### src/rtl/cpu_run_ctrl.sv
// Run/halt/single-step controller for a soft CPU: debounced front-panel buttons,
// a timed CPU reset hold after power-up, and a prescaled CPU clock enable.
module cpu_run_ctrl #(
    parameter int DEB_CYCLES  = 16,
    parameter int PRESCALE    = 4,
    parameter int HOLD_CYCLES = 8
) (
    input  logic       CLK,
    input  logic       RESET,
    input  logic       nRUN,
    input  logic       nSTEP,
    output logic       CPU_CE,
    output logic       CPU_nRESET,
    output logic       RUNNING,
    output logic [7:0] CE_CNT
);

    // States: HOLD cpu held in reset | HALT stopped | STEP single CE | RUN prescaled CE
    localparam logic [1:0] S_HOLD = 2'd0;
    localparam logic [1:0] S_HALT = 2'd1;
    localparam logic [1:0] S_STEP = 2'd2;
    localparam logic [1:0] S_RUN  = 2'd3;

    localparam int DW = $clog2(DEB_CYCLES);
    localparam int HW = $clog2(HOLD_CYCLES + 1);
    localparam int PW = $clog2(PRESCALE + 1);

    localparam logic [DW-1:0] DEB_MAX   = DW'(DEB_CYCLES - 1);
    localparam logic [DW-1:0] DEB_NEAR  = DW'(DEB_CYCLES - 2);
    localparam logic [HW-1:0] HOLD_LAST = HW'(HOLD_CYCLES - 1);
    localparam logic [PW-1:0] PRE_LAST  = PW'(PRESCALE - 1);

    // Bit 0 is the run button, bit 1 the step button.
    logic [1:0]    sync1;
    logic [1:0]    sync2;
    logic [1:0]    sync_prev;
    logic [1:0]    level;
    logic [1:0]    press;
    logic [DW-1:0] deb_cnt [2];

    logic [1:0]    state;
    logic [1:0]    state_next;
    logic          ce_next;
    logic [HW-1:0] hold_cnt;
    logic [PW-1:0] prescale_cnt;

    // Level is accepted on the same edge the stability counter reaches its top value.
    always_ff @(posedge CLK or posedge RESET) begin
        if (RESET) begin
            sync1      <= 2'b11;
            sync2      <= 2'b11;
            sync_prev  <= 2'b11;
            level      <= 2'b11;
            press      <= 2'b00;
            deb_cnt[0] <= '0;
            deb_cnt[1] <= '0;
        end else begin
            sync1     <= {nSTEP, nRUN};
            sync2     <= sync1;
            sync_prev <= sync2;
            for (int i = 0; i < 2; i++) begin
                press[i] <= 1'b0;
                if (sync2[i] != sync_prev[i]) begin
                    deb_cnt[i] <= '0;
                end else begin
                    if (deb_cnt[i] != DEB_MAX) begin
                        deb_cnt[i] <= deb_cnt[i] + 1'b1;
                    end
                    if (deb_cnt[i] >= DEB_NEAR) begin
                        level[i] <= sync2[i];
                        press[i] <= level[i] & ~sync2[i];
                    end
                end
            end
        end
    end

    always_comb begin
        state_next = state;
        ce_next    = 1'b0;
        case (state)
            S_HOLD: begin
                if (hold_cnt == HOLD_LAST) begin
                    state_next = S_HALT;
                end
            end
            S_HALT: begin
                if (press[0]) begin
                    state_next = S_RUN;
                end else if (press[1]) begin
                    state_next = S_STEP;
                    ce_next    = 1'b1;
                end
            end
            S_STEP: begin
                state_next = S_HALT;
            end
            S_RUN: begin
                // A stop request suppresses the enable even on a prescaler terminal count.
                if (press[0]) begin
                    state_next = S_HALT;
                end else begin
                    ce_next = (prescale_cnt == PRE_LAST);
                end
            end
            default: begin
                state_next = S_HOLD;
            end
        endcase
    end

    always_ff @(posedge CLK or posedge RESET) begin
        if (RESET) begin
            state        <= S_HOLD;
            hold_cnt     <= '0;
            prescale_cnt <= '0;
            CPU_CE       <= 1'b0;
            CPU_nRESET   <= 1'b0;
            RUNNING      <= 1'b0;
            CE_CNT       <= '0;
        end else begin
            state      <= state_next;
            CPU_CE     <= ce_next;
            CPU_nRESET <= (state_next != S_HOLD);
            RUNNING    <= (state_next == S_RUN);
            if (ce_next) begin
                CE_CNT <= CE_CNT + 8'd1;
            end
            if (state == S_HOLD && hold_cnt != HOLD_LAST) begin
                hold_cnt <= hold_cnt + 1'b1;
            end
            if (state != S_RUN || prescale_cnt == PRE_LAST) begin
                prescale_cnt <= '0;
            end else begin
                prescale_cnt <= prescale_cnt + 1'b1;
            end
        end
    end

endmodule
### config.mk
export PLATFORM = sky130hd
export DESIGN_NAME = cpu_run_ctrl
export DESIGN_NICKNAME = d
export VERILOG_FILES = /design/src/rtl/cpu_run_ctrl.sv
export SDC_FILE = /design/constraint.sdc
export NUM_CORES = 1
export LEC_CHECK = 0
export BUFFER_PORTS_ARGS = -buffer_cell sky130_fd_sc_hd__clkbuf_2
export CAP_MARGIN = 5
export CORE_UTILIZATION = 40
export CTS_BUF_LIST = sky130_fd_sc_hd__clkbuf_4
export DETAILED_ROUTE_END_ITERATION = 10
export GPL_ROUTABILITY_DRIVEN = 1
export SYNTH_ARGS = -nofsm -noshare
export SYNTH_HDL_FRONTEND = slang
export SYNTH_SLANG_ARGS = --single-unit
### constraint.sdc
create_clock -name CLK -period 5.1 [get_ports CLK]
set_clock_uncertainty 0.2 [all_clocks]
set_input_delay 1.02 -clock CLK [delete_from_list [all_inputs] [get_ports CLK]]
set_output_delay 1.02 -clock CLK [all_outputs]
set_load 0.01 [all_outputs]
==> impl_results.md <==
- Status: finished, final reports clean
- Detail Placement HPWL: 1.75 mm
- Via count: 1,057
- CP Launch Point: CE_CNT[2]
- Clk network pwr share: 0.306
- Post-synth cell types: 30
- Overall Global Routing Usage: 0.137
- Hold_sp: sync1[0]
- Worst hold path class: flop to flop
- EDFF count, synth: 0
- Clock slew at reported path FFs: 110 ps
- Yosys top cell area share: 0.456
- Area of the multi-input gates: 652 sq um
- Worst-margin pin slew: 514 ps
- Setup crit end kind: output port
- Critical path class: flop to output port
- FMAX: 0.455 GHz
- CTS Buf Count: 5
- Mean Syn Cell Area: 11.9 sq um
- CTS HTree Levels: 2
- Top_reg_cell synth: dfrtp_1
- Die Width: 66.2 microns
- Biggest area consumer among synthesized cells: dfrtp_1
- Vias in the first global route: 980
- Initial core utilization: 0.434
- RSZ-0062 raised after global routing: no
- Cell Rows: 22
- Seq/Total Area, Yosys: 0.583
- Yosys Warn Count: 0
- Yosys reg bits: 38
- Async S/R FF share, synth: 1.00
- Final Critical Period: 2200 ps
- Gates resized, CTS repair: 0
- Final setup fails: 0
- Post-Place Worst Slack: 3250 ps
- CORE AREA: 3800 sq um
- Initial antenna violation count: 0
- CTS max path bufs: 2
- Inst Count DP: 200
- Max cap viols: 0
- Cells along the critical path: clkbuf_2
- Synth Net Count: 151
- Maximum VDD drop: 117 uV
- R2R setup slack: 3240 ps
- Post-CTS Setup Inserts: 0
- Fraction of layout cells with a size suffix above 1: 0.219
- Synthesized area: 1650 sq um
- Tot Pwr: 0.000510 W
- IO Pins: 15
- Slew headroom: 0.657
- Fin crit share: 0.431
- WP buf/inv: 1
- Chip height: 66.2 microns
- Commonest cells in the netlist: dfrtp_1, nor2_1, xnor2_1
- Final WS setup: 2900 ps
- Most common cell in the netlist: dfrtp_1
- Clk root buf: clkbuf_4
- Clock Latency Late Sink: 340 ps
- N_diodes: 0
- Main area contributors after synthesis: dfrtp_1, dfstp_2, ha_1
- Critical path arrival: 980 ps
- Nets: 171
- Seq pwr share: 0.641
- Final Max Tran Viols: 0
- GRT overflow: 0
- Die area: 4380 sq um
- Vias per cell: 5.08
- First-pass GRT wire length: 4.26 mm
- Fillers: 343
- Final core occ: 0.481
- Placer Congestion: 0.725
- Antenna Nets Post-Route: 0
- Detailed Route Iter0 Violations: 80
- Pint: 0.000388 W
- Post-Synthesis Cells: 139
- Sw frac: 0.239
- Detailed-route wire length per cell: 12.2 microns
- RR Startpoint: prescale_cnt[0]
- Comb power frac: 0.054
- Setup tns final: 0 ps
- DRC viols: 0
- FF+latch area: 961 sq um
- Largest net degree at the start of global routing: 39
- Port bufs: 14
- Leak: 0.867 nW
- Total wire length: 2.53 mm
- CP delay by family, top: flip-flops
- Final Hold Viols: 0
- Switching Power: 0.000122 W
- Non-Filler Instances: 208
- CTS tree: built
- Cell Pwr Density: 280 nW/um^2
- CP startpoint kind: flop
- CTS sink count: 38
- CP peak stage delay: 460 ps
- Hold-fix buffers, CTS: 0
- CP max FO: 7
- Slowest cell on crit path: dfrtp_1
- Area grow syn2layout: 10.8%
- CP Data Required Time: 3880 ps
- Drt pass-1 iters: 4
[per-layer routing]
layer | global-route usage | vias to the layer above | wire length, microns
met3 | 0.0448 | 9 | 124
li1 | - | 525 | -
met5 | 0 | - | 0
met1 | 0.133 | 501 | 1100
met2 | 0.242 | 22 | 1210
met4 | 0.0931 | 0 | 89
[through the flow]
step                      cell area (sq um)  hold WS, ps
after floorplan                        1650          145
final                                  1830          160
after CTS                              1830          163
after global placement                 1770          145
after global routing                   1830          167
after detailed placement               1770          147
[worst paths after layout]
path,end,cells after the start
max reg2reg,CE_CNT[1],5
min in group asynchronous,CE_CNT[6],3
max in group asynchronous,sync_prev[1],3
min reg2reg,sync2[0],0
max,CE_CNT[2],1
min,sync2[0],0
[layout make-up]
type | instances | area share
sequential | 38 | 0.526
multi-input combinational | 94 | 0.357
timing repair buffer | 15 | 0.0425
tap | 48 | 0.0329
clock buffer | 7 | 0.0288
inverter | 5 | 0.0103
clock inverter | 1 | 0.00206
[power by group through the flow]
stage	Combinational (W)	Clock, W	Sequential (W)
after floorplan	0.0000213	0	0.000330
after global placement	0.0000259	0	0.000331
after detailed placement	0.0000280	0	0.000332
after CTS	0.0000283	0.000165	0.000327
after global routing	0.0000315	0.000175	0.000330
final	0.0000273	0.000156	0.000327
[logic make-up (layout without fill, tap and decap cells)]
kind of cell	count (synthesis)	in the layout	synth area share
muxes	3	3	0.0251
adders and majority gates	8	8	0.0607
xor gates and xnor gates	14	14	0.0744
AOI/OAI and AO/OA	14	14	0.0562
and+or+nand+nor	55	55	0.179
DFF	38	38	0.583
buffers and inverters	7	28	0.0213
[registers in the layout, summed over array words and instances, names as in the netlist, 2 cells and up]
| register | flops |
|---|---|
| press | 2 |
| CE_CNT | 8 |
| hold_cnt | 4 |
| state | 2 |
| prescale_cnt | 3 |
| sync_prev | 2 |
| level | 2 |
| deb_cnt | 8 |
| sync2 | 2 |
| sync1 | 2 |
[cell usage in the layout, fill, tap and decap left out]
cell / count
nand3_1: 7
clkbuf_2: 14
xor2_1: 4
a21oi_1: 1
clkinv_1: 1
a211oi_1: 2
nor2b_1: 1
clkbuf_4: 7
and4_1: 4
buf_4: 1
dfrtp_1: 30
nand4_1: 3
a21boi_0: 1
o211ai_1: 5
xnor2_1: 10
a31oi_1: 2
o21ai_0: 3
and2b_2: 1
dfstp_2: 8
ha_1: 8
nand3b_1: 1
and3_1: 4
mux2_2: 1
nor2_1: 14
and2_1: 1
nor3b_1: 2
mux2_4: 2
inv_1: 5
and2_4: 1
nand2_1: 9
nor3_1: 5
nor4b_1: 2
Note: power is estimated with default switching activity, not from simulation.
